<file path="src/rtl/nios_ii_system_cpu_mulx_pkg.sv">
// rtl/nios_ii_system_cpu_mulx_pkg.sv - shared op codes, FSM states and latencies for the multiply sequencer
package nios_ii_system_cpu_mulx_pkg;

    localparam logic [1:0] OP_MUL    = 2'd0;
    localparam logic [1:0] OP_MULXUU = 2'd1;
    localparam logic [1:0] OP_MULXSU = 2'd2;
    localparam logic [1:0] OP_MULXSS = 2'd3;

    typedef enum logic [1:0] {
        IDLE  = 2'd0,
        RUN   = 2'd1,
        DRAIN = 2'd2,
        FIX   = 2'd3
    } state_t;

    localparam int LAT_FULL = 6;
    localparam int LAT_FAST = 4;

endpackage

</file>
<file path="src/rtl/nios_ii_system_cpu_mulx_pp.sv">
// rtl/nios_ii_system_cpu_mulx_pp.sv - shared H x H unsigned multiplier with one output register
module nios_ii_system_cpu_mulx_pp #(
    parameter int H = 16
) (
    input  logic           clk,
    input  logic           clr,
    input  logic [H-1:0]   a,
    input  logic [H-1:0]   b,
    output logic [2*H-1:0] p
);

    // Registered unsigned product; zero-extended operands keep the full 2H-bit result.
    always_ff @(posedge clk or posedge clr) begin
        if (clr) begin
            p <= '0;
        end else begin
            p <= {{H{1'b0}}, a} * {{H{1'b0}}, b};
        end
    end

endmodule

</file>
<file path="src/rtl/nios_ii_system_cpu_mulx_seq.sv">
// rtl/nios_ii_system_cpu_mulx_seq.sv - 4-pass 32x32->64 multiply sequencer (MUL/MULXUU/MULXSU/MULXSS), optional MULX_FAST_MUL_EN
module nios_ii_system_cpu_mulx_seq
    import nios_ii_system_cpu_mulx_pkg::*;
#(
    parameter int WIDTH = 32
) (
    input  logic             clk,
    input  logic             reset_n,
    input  logic             start,
    input  logic [1:0]       op,
    input  logic [WIDTH-1:0] src1,
    input  logic [WIDTH-1:0] src2,
    output logic             busy,
    output logic             done,
    output logic [WIDTH-1:0] result
);

    localparam int H = WIDTH / 2;

`ifdef MULX_FAST_MUL_EN
    localparam bit FAST_EN = 1'b1;
`else
    localparam bit FAST_EN = 1'b0;
`endif

    state_t               state;
    state_t               state_next;
    logic [1:0]           cnt;
    logic [1:0]           op_q;
    logic [WIDTH-1:0]     a_q;
    logic [WIDTH-1:0]     b_q;
    logic [2*WIDTH-1:0]   acc;
    logic [2*WIDTH-1:0]   addend;
    logic [2*WIDTH-1:0]   acc_sum;
    logic [2*WIDTH-1:0]   corr_a;
    logic [2*WIDTH-1:0]   corr_b;
    logic [2*WIDTH-1:0]   acc_fix;
    logic [1:0]           pp_idx;
    logic [H-1:0]         mul_a;
    logic [H-1:0]         mul_b;
    logic [WIDTH-1:0]     pp_q;
    logic                 pp_clr;
    logic                 fast_op;
    logic                 last_run;

    assign busy     = (state != IDLE);
    assign fast_op  = FAST_EN && (op_q == OP_MUL);
    assign last_run = (state == RUN) && (cnt == 2'd3);
    assign pp_clr   = ~reset_n;

    nios_ii_system_cpu_mulx_pp #(
        .H (H)
    ) u_pp (
        .clk (clk),
        .clr (pp_clr),
        .a   (mul_a),
        .b   (mul_b),
        .p   (pp_q)
    );

    // Pick this cycle's partial-product operands; the fast MUL path leaves k3 idle.
    always_comb begin
        mul_a = '0;
        mul_b = '0;
        if (state == RUN && !(fast_op && cnt == 2'd3)) begin
            case (cnt)
                2'd0: begin mul_a = a_q[H-1:0];     mul_b = b_q[H-1:0];     end
                2'd1: begin mul_a = a_q[WIDTH-1:H]; mul_b = b_q[H-1:0];     end
                2'd2: begin mul_a = a_q[H-1:0];     mul_b = b_q[WIDTH-1:H]; end
                default: begin mul_a = a_q[WIDTH-1:H]; mul_b = b_q[WIDTH-1:H]; end
            endcase
        end
    end

    // The product on the multiplier output lags the issued index by one cycle; DRAIN sees k3.
    always_comb begin
        pp_idx = (state == DRAIN) ? 2'd3 : (cnt - 2'd1);
        addend = '0;
        case (pp_idx)
            2'd0:    addend = {{WIDTH{1'b0}}, pp_q};
            2'd1,
            2'd2:    addend = {{H{1'b0}}, pp_q, {H{1'b0}}};
            default: addend = {pp_q, {WIDTH{1'b0}}};
        endcase
        acc_sum = acc + addend;
    end

    // Signed correction: the unsigned product over-counts 2^W times the other operand per negative input.
    always_comb begin
        corr_b = '0;
        corr_a = '0;
        if ((op_q == OP_MULXSU || op_q == OP_MULXSS) && a_q[WIDTH-1]) begin
            corr_b = {b_q, {WIDTH{1'b0}}};
        end
        if (op_q == OP_MULXSS && b_q[WIDTH-1]) begin
            corr_a = {a_q, {WIDTH{1'b0}}};
        end
        acc_fix = acc - corr_b - corr_a;
    end

    // Next-state logic: RUN issues four products, then DRAIN and FIX unless fast MUL finishes early.
    always_comb begin
        state_next = state;
        case (state)
            IDLE:    if (start) state_next = RUN;
            RUN:     if (cnt == 2'd3) state_next = fast_op ? IDLE : DRAIN;
            DRAIN:   state_next = FIX;
            FIX:     state_next = IDLE;
            default: state_next = IDLE;
        endcase
    end

    // State register.
    always_ff @(posedge clk or negedge reset_n) begin
        if (!reset_n) begin
            state <= IDLE;
        end else begin
            state <= state_next;
        end
    end

    // Operand capture, accumulation, correction and the one-cycle done pulse.
    always_ff @(posedge clk or negedge reset_n) begin
        if (!reset_n) begin
            cnt    <= '0;
            op_q   <= '0;
            a_q    <= '0;
            b_q    <= '0;
            acc    <= '0;
            result <= '0;
            done   <= 1'b0;
        end else begin
            done <= 1'b0;
            case (state)
                IDLE: begin
                    if (start) begin
                        a_q  <= src1;
                        b_q  <= src2;
                        op_q <= op;
                        acc  <= '0;
                        cnt  <= '0;
                    end
                end
                RUN: begin
                    cnt <= cnt + 2'd1;
                    if (cnt != 2'd0) begin
                        acc <= acc_sum;
                    end
                    if (last_run && fast_op) begin
                        result <= acc_sum[WIDTH-1:0];
                        done   <= 1'b1;
                    end
                end
                DRAIN: begin
                    acc <= acc_sum;
                end
                FIX: begin
                    acc    <= acc_fix;
                    result <= (op_q == OP_MUL) ? acc_fix[WIDTH-1:0] : acc_fix[2*WIDTH-1:WIDTH];
                    done   <= 1'b1;
                end
                default: begin
                end
            endcase
        end
    end

endmodule

</file>
<file path="config.mk">
export PLATFORM = sky130hd
export DESIGN_NAME = nios_ii_system_cpu_mulx_seq
export DESIGN_NICKNAME = d
export VERILOG_FILES = /design/src/rtl/nios_ii_system_cpu_mulx_pkg.sv /design/src/rtl/nios_ii_system_cpu_mulx_pp.sv /design/src/rtl/nios_ii_system_cpu_mulx_seq.sv
export SDC_FILE = /design/constraint.sdc
export NUM_CORES = 1
export LEC_CHECK = 0
export ABC_AREA = 0
export BUFFER_PORTS_ARGS = -buffer_cell sky130_fd_sc_hd__buf_2
export CAP_MARGIN = 20
export CORE_MARGIN = 8
export CORE_UTILIZATION = 57
export DETAILED_ROUTE_END_ITERATION = 6
export GPL_TIMING_DRIVEN = 0
export PLACE_DENSITY = 0.81
export SYNTH_ARGS = -nofsm -noshare
export SYNTH_HDL_FRONTEND = slang
export SYNTH_SLANG_ARGS = --single-unit
</file>
<file path="constraint.sdc">
create_clock -name clk -period 10.25 [get_ports clk]
set_clock_uncertainty 0.05 [all_clocks]
set_input_delay 2.05 -clock clk [delete_from_list [all_inputs] [get_ports clk]]
set_output_delay 2.05 -clock clk [all_outputs]
set_load 0.02 [all_outputs]
</file>
## Word level (Yosys, flattened, before mapping)

Cells that the tools add are included.

| word-level totals | value |
|---|---|
| register bits | 199 |
| latch bits | 0 |
| memory bits (writable) | 0 |
| bits in read-only memories | 0 |
| output and inout port bits | 34 |
| word-level logic and storage cells | 63 |
| memories kept | 0 |

| cells by class | value |
|---|---|
| $add $sub $neg | 5 |
| multiply operators | 1 |
| divide/modulo/power cells | 0 |
| magnitude comparators | 0 |
| eq/ne operators | 13 |
| shift-type cells | 0 |
| muxes and demuxes | 18 |
| bitwise gates (word level) | 0 |
| reductions and logical operators | 17 |

Operators with widths:

| operator | number |
|---|---|
| $mux W64 | 4 |
| $pmux W64 S4 | 1 |
| $pmux W64 S2 | 1 |
| $sub A64 B64 Y64 | 2 |
| $add A64 B64 Y64 | 1 |
| $mux W16 | 4 |
| $mul A16 B16 Y32 | 1 |
| $mux W32 | 1 |
| $eq A2 B2 Y1 const B | 7 |
| $logic_not A2 Y1 | 4 |
| $mux W2 | 4 |
| $pmux W2 S4 | 1 |
| $reduce_and A2 Y1 | 4 |
| $eq A2 B1 Y1 const B | 3 |
| $reduce_bool A2 Y1 | 3 |
| $reduce_or A2 Y1 | 3 |
| $ne A2 B2 Y1 const B | 2 |
| $pmux W2 S2 | 1 |
| $add A2 B1 Y2 const B | 1 |
| $logic_and A1 B1 Y1 | 2 |
| $ne A2 B1 Y1 const B | 1 |
| $sub A2 B1 Y2 const B | 1 |
| $logic_or A1 B1 Y1 | 1 |
| $mux W1 | 1 |

## Longest topological paths before layout

| logic depth | value |
|---|---|
| word-level depth | 8 |
| gate-level depth with buffers | 31 |
| mapped depth without buffers | 28 |

## Cells and area by module

A second synthesis with hierarchy kept.

| unflattened totals | value |
|---|---|
| cell total of the unflattened synthesis | 2768 |
| area, all modules | 23817.8 um^2 |

Modules (own cells, without submodules):

| module | instances | cells an instance | area an instance (um^2) |
|---|---|---|---|
| nios_ii_system_cpu_mulx_seq | 1 | 1721 | 14303.7 |
| nios_ii_system_cpu_mulx_pp | 1 | 1047 | 9514.1 |

## Least setup slack after synthesis

No wires, ideal clock.

| timing path | value |
|---|---|
| path type | reg2reg |
| start | register cnt[0] |
| end | register u_pp.p[30] |
| setup time | 80 ps |
| arrival time | 7513 ps |
| data required time | 10120 ps |
| path slack | 2607 ps |
| cell stages (with the launch flop) | 30 |
| buffers on the path | 3 |
| cell sequence | dfrtp_1 > inv_1 > ha_1 > clkbuf_1 > nor2_1 > buf_2 > mux2i_1 > nand2b_1 > clkbuf_1 > nor2_1 > fa_1 > inv_1 > fa_1 > fa_1 > inv_1 > fa_1 > fa_1 > inv_1 > fa_1 > inv_1 > ha_1 > a21o_1 > a21o_1 > a21o_1 > or3_1 > o31a_1 > a21oi_1 > nor2b_1 > a221oi_2 > xnor2_1 |

| between the ends | value |
|---|---|
| longest elaborated chain between the ends | 5 |

RTL lines:

| what | RTL line | source |
|---|---|---|
| start: declaration | nios_ii_system_cpu_mulx_seq.sv:28 | `logic [1:0] cnt;` |
| start signal: assignment | nios_ii_system_cpu_mulx_seq.sv:145 | `cnt <= cnt + 2'd1;` |
| $eq A2 B2 Y1, or another cell as far along | nios_ii_system_cpu_mulx_seq.sv:66 | `case (cnt)` |
| $reduce_or A2 Y1 (no line) | - |  |
| $mux W16 | nios_ii_system_cpu_mulx_seq.sv:66 |  |
| $mux W16 | nios_ii_system_cpu_mulx_seq.sv:65 | `if (state == RUN && !(fast_op && cnt == 2'd3)) begin` |
| $mul A16 B16 Y32 (*) | nios_ii_system_cpu_mulx_pp.sv:17 | `p <= {{H{1'b0}}, a} * {{H{1'b0}}, b};` |
| end signal: assignment | nios_ii_system_cpu_mulx_pp.sv:17 |  |
| end: declaration | nios_ii_system_cpu_mulx_pp.sv:9 | `output logic [2*H-1:0] p` |

Mark *: on every way between the ends. The rest lies on a longest branch, timed or not.
A chain may end at the register's enable or synchronous reset.

## Final worst setup path

| timing path | value |
|---|---|
| start | register cnt[0] |
| end | register u_pp.p[31] |

Same word-level chain as after synthesis.

==> results.sh <==
export IMPL_coreArea_mm2=0.0395
export IMPL_antenna_found_initial=4
export IMPL_drtPass1Iterations=5
export IMPL_yosysWarnings=0
export IMPL_drive_gt1_frac=0.0881
export IMPL_path_clk_slew_ns=0.09
export IMPL_r2r_slack_ns=0.78
export IMPL_report_final_slew_viol_count=0
export IMPL_clockBufferDepth=2
export IMPL_pwr_share_comb=0.732
export IMPL_critPathKind="flip-flop to flip-flop"
export IMPL_fin_tns_setup_ns=0
export IMPL_yosysTopAreaCell="dfrtp_1"
export IMPL_grt_max_degree=119
export IMPL_final_hold_viol_count=0
export IMPL_cts_setup_buffers=0
export IMPL_start_kind="flip-flop"
export IMPL_clock_root_buffer="clkbuf_16"
export IMPL_fin_crit_ns=9.47
export IMPL_synth_common_cells="362 x nand2_1, 260 x inv_1, 226 x fa_1, 210 x ha_1, 210 x nor2_1"
export IMPL_portBuffers=102
export IMPL_cap_violations=0
export IMPL_power_share_switching=0.580
export IMPL_critPathMaxFanout=10
export IMPL_synth_ff_latch_count=199
export IMPL_synth_cell_types=73
export IMPL_critPathRequiredTime_ns=10.60
export IMPL_clkPwrFrac=0.089
export IMPL_p_sw_w=0.00477
export IMPL_cpPeakStageDelay_ns=0.70
export IMPL_final_core_util=0.620
export IMPL_cts_made_buffers=17
export IMPL_cts_sinks=199
export IMPL_fmax_mhz=106
export IMPL_min_to="result[1]$_DFFE_PN0P_"
export IMPL_use_met3=0.0567
export IMPL_post_drt_wl_per_cell_um=23.9
export IMPL_diodes=0
export IMPL_ant_nets=0
export IMPL_hold_depth=1
export IMPL_drt_wl_total_um=77000
export IMPL_synth_seq_area_share=0.220
export IMPL_rsz0062_at_grt="false"
export IMPL_synth_async_reset_ratio=1.00
export IMPL_start_util=0.574
export IMPL_pwr_share_seq=0.179
export IMPL_die_area_mm2=0.0464
export IMPL_hp_class="flip-flop to flip-flop"
export IMPL_cp_end_kind="flip-flop"
export IMPL_leakage_nw=11.7
export IMPL_busiest_layer="met2"
export IMPL_track_usage=0.331
export IMPL_outcome="finished, final reports clean"
export IMPL_worstReg2RegStart="cnt[0]$_DFFE_PN0P_"
export IMPL_fillerInstances=3382
export IMPL_worstSkewPairLatency_ns=0.49
export IMPL_regArea_mm2=0.00498
export IMPL_final_nets=3183
export IMPL_grt_pass1_vias=19946
export IMPL_postCtsHoldBufs=0
export IMPL_via_per_inst=6.20
export IMPL_slew_headroom=0.398
export IMPL_rr_worst_depth=28
export IMPL_syn_nets=3061
export IMPL_grt_overflow=0
export IMPL_postSynthAreaPerCell_um2=8.86
export IMPL_grt_pass1_wl_um=117000
export IMPL_ys_flop_type="dfrtp_1"
export IMPL_dp_hpwl_um=63800
export IMPL_intPower_w=0.00345
export IMPL_area_delta_synth_final_pct=8.04
export IMPL_use_met1=0.423
export IMPL_rows=73
export IMPL_synth_area_leaders="dfrtp_1 22%, fa_1 20%, ha_1 12%, nand2_1 6.0%, inv_1 4.3%"
export IMPL_critPathArrivalTime_ns=9.82
export IMPL_synthMostInstantiatedCell="nand2_1"
export IMPL_postSynthCellCount=2556
export IMPL_vias=19942
export IMPL_cp_slowest_cell="a21boi_1"
export IMPL_tightest_slew_ns=0.902
export IMPL_worstReg2RegEnd="u_pp.p[31]$_DFF_PN0_"
export IMPL_tritoncts="yes"
export IMPL_synth_top_area_frac=0.220
export IMPL_grtUsageMet2=0.528
export IMPL_synth_edff_count=0
export IMPL_drc=0
export IMPL_multi_input_area_mm2=0.0162
export IMPL_finalSetupViolCount=0
export IMPL_drt_iter0_markers=2432
export IMPL_die_h_um=215
export IMPL_cts_max_level=4
export IMPL_ir_worst_vdd_uv=249
export IMPL_syn_cell_area_mm2=0.0227
export IMPL_gp_congestion=1.10
export IMPL_period_share=0.924
export IMPL_ios=103
export IMPL_cellPowerDensity_mw_per_mm2=336
export IMPL_cts_resized=0
export IMPL_hold_start="result[1]$_DFFE_PN0P_"
export IMPL_die_x_um=215
export IMPL_crit_top_cell="fa_1"
-- flip-flops by register name, summed over array words and instances, names as in the netlist --
signal and flops:
a_q 32, acc 64, b_q 32, cnt 2, done 1, op_q 2
result 32, state 2, u_pp.p 32
-- area by class of cell --
type | instances | share of cell area
clock buffer | 18 | 0.0179
multi-input combinational | 1973 | 0.663
timing repair buffer | 103 | 0.0224
clock inverter | 14 | 0.00726
tap | 525 | 0.0268
inverter | 260 | 0.0399
buffer | 124 | 0.0193
sequential | 199 | 0.203
-- power by group through the flow --
stage	combinational, W	sequential [W]	clock, W
after floorplan	0.00373	0.00135	0
after global placement	0.00576	0.00145	0
after detailed placement	0.00585	0.00146	0
after CTS	0.00591	0.00144	0.000729
after global routing	0.00645	0.00147	0.000755
final	0.00602	0.00147	0.000728
-- worst max-delay path by stage --
stage,slack [ns],to,startpoint
final,0.78,u_pp.p[31]$_DFF_PN0_,cnt[0]$_DFFE_PN0P_
after global routing,0.53,u_pp.p[31]$_DFF_PN0_,cnt[0]$_DFFE_PN0P_
after CTS,1.04,u_pp.p[31]$_DFF_PN0_,cnt[0]$_DFFE_PN0P_
after detailed placement,1.12,u_pp.p[31]$_DFF_PN0_,cnt[0]$_DFFE_PN0P_
after global placement,1.23,u_pp.p[31]$_DFF_PN0_,cnt[0]$_DFFE_PN0P_
after floorplan,2.61,u_pp.p[30]$_DFF_PN0_,cnt[0]$_DFFE_PN0P_
-- cell families (layout without fill, tap and decap cells) --
logic type / Yosys count / after routing / synth area share
buffers and inverters: 384 / 519 / 0.0640
flip-flops: 199 / 199 / 0.220
AO/OA/AOI/OAI: 522 / 522 / 0.151
adder cells (fa/ha/maj): 436 / 436 / 0.316
multiplexers: 102 / 102 / 0.0489
XOR/XNOR: 112 / 112 / 0.0433
AND/OR/NAND/NOR: 801 / 801 / 0.158
-- metal layers --
metal / vias up / routed length [µm]
li1: 8778 / -
met1: 9866 / 29400
met2: 1058 / 35700
met3: 236 / 6980
met4: 4 / 4890
met5: - / 29
-- critical path, delay by kind of cell, from the launching register on --
family	cells	cell delay, ns
adder cells (fa/ha/maj)	8	3.59
flip-flops	1	0.41
buffers and inverters	7	1.49
AO/OA/AOI/OAI	8	2.39
XOR/XNOR	1	0.15
AND/OR/NAND/NOR	4	1.27
-- placed cells by master (no fill, tap or decap), types with 37 or more instances in the layout --
cell / netlist / final
buf_2: 6 / 107
mux2_2: 68 / 68
xor2_1: 48 / 48
nor2_1: 210 / 210
o21ai_0: 110 / 110
ha_1: 210 / 210
nand2b_1: 37 / 37
a21oi_1: 128 / 128
inv_1: 260 / 260
xnor2_1: 64 / 64
clkbuf_1: 117 / 117
and2_1: 50 / 50
nand2_1: 362 / 362
a21o_1: 56 / 56
fa_1: 226 / 226
nor2b_1: 38 / 38
dfrtp_1: 199 / 199
a31oi_1: 37 / 37
-- through the flow --
stage / hold slack [ns] / cells / cell area, µm² / setup slack, ns / power [W]
detailed placement: 0.449 / 3184 / 23900 / 1.12 / 0.00730
CTS: 0.466 / 3216 / 24500 / 1.04 / 0.00808
global route: 0.498 / 3216 / 24500 / 0.531 / 0.00868
finish: 0.468 / 3216 / 24500 / 0.780 / 0.00822
floorplan: 0.427 / 2556 / 22700 / 2.61 / 0.00507
global placement: 0.452 / 3183 / 23800 / 1.23 / 0.00721
No activity file was read; power rests on OpenSTA's default activity.
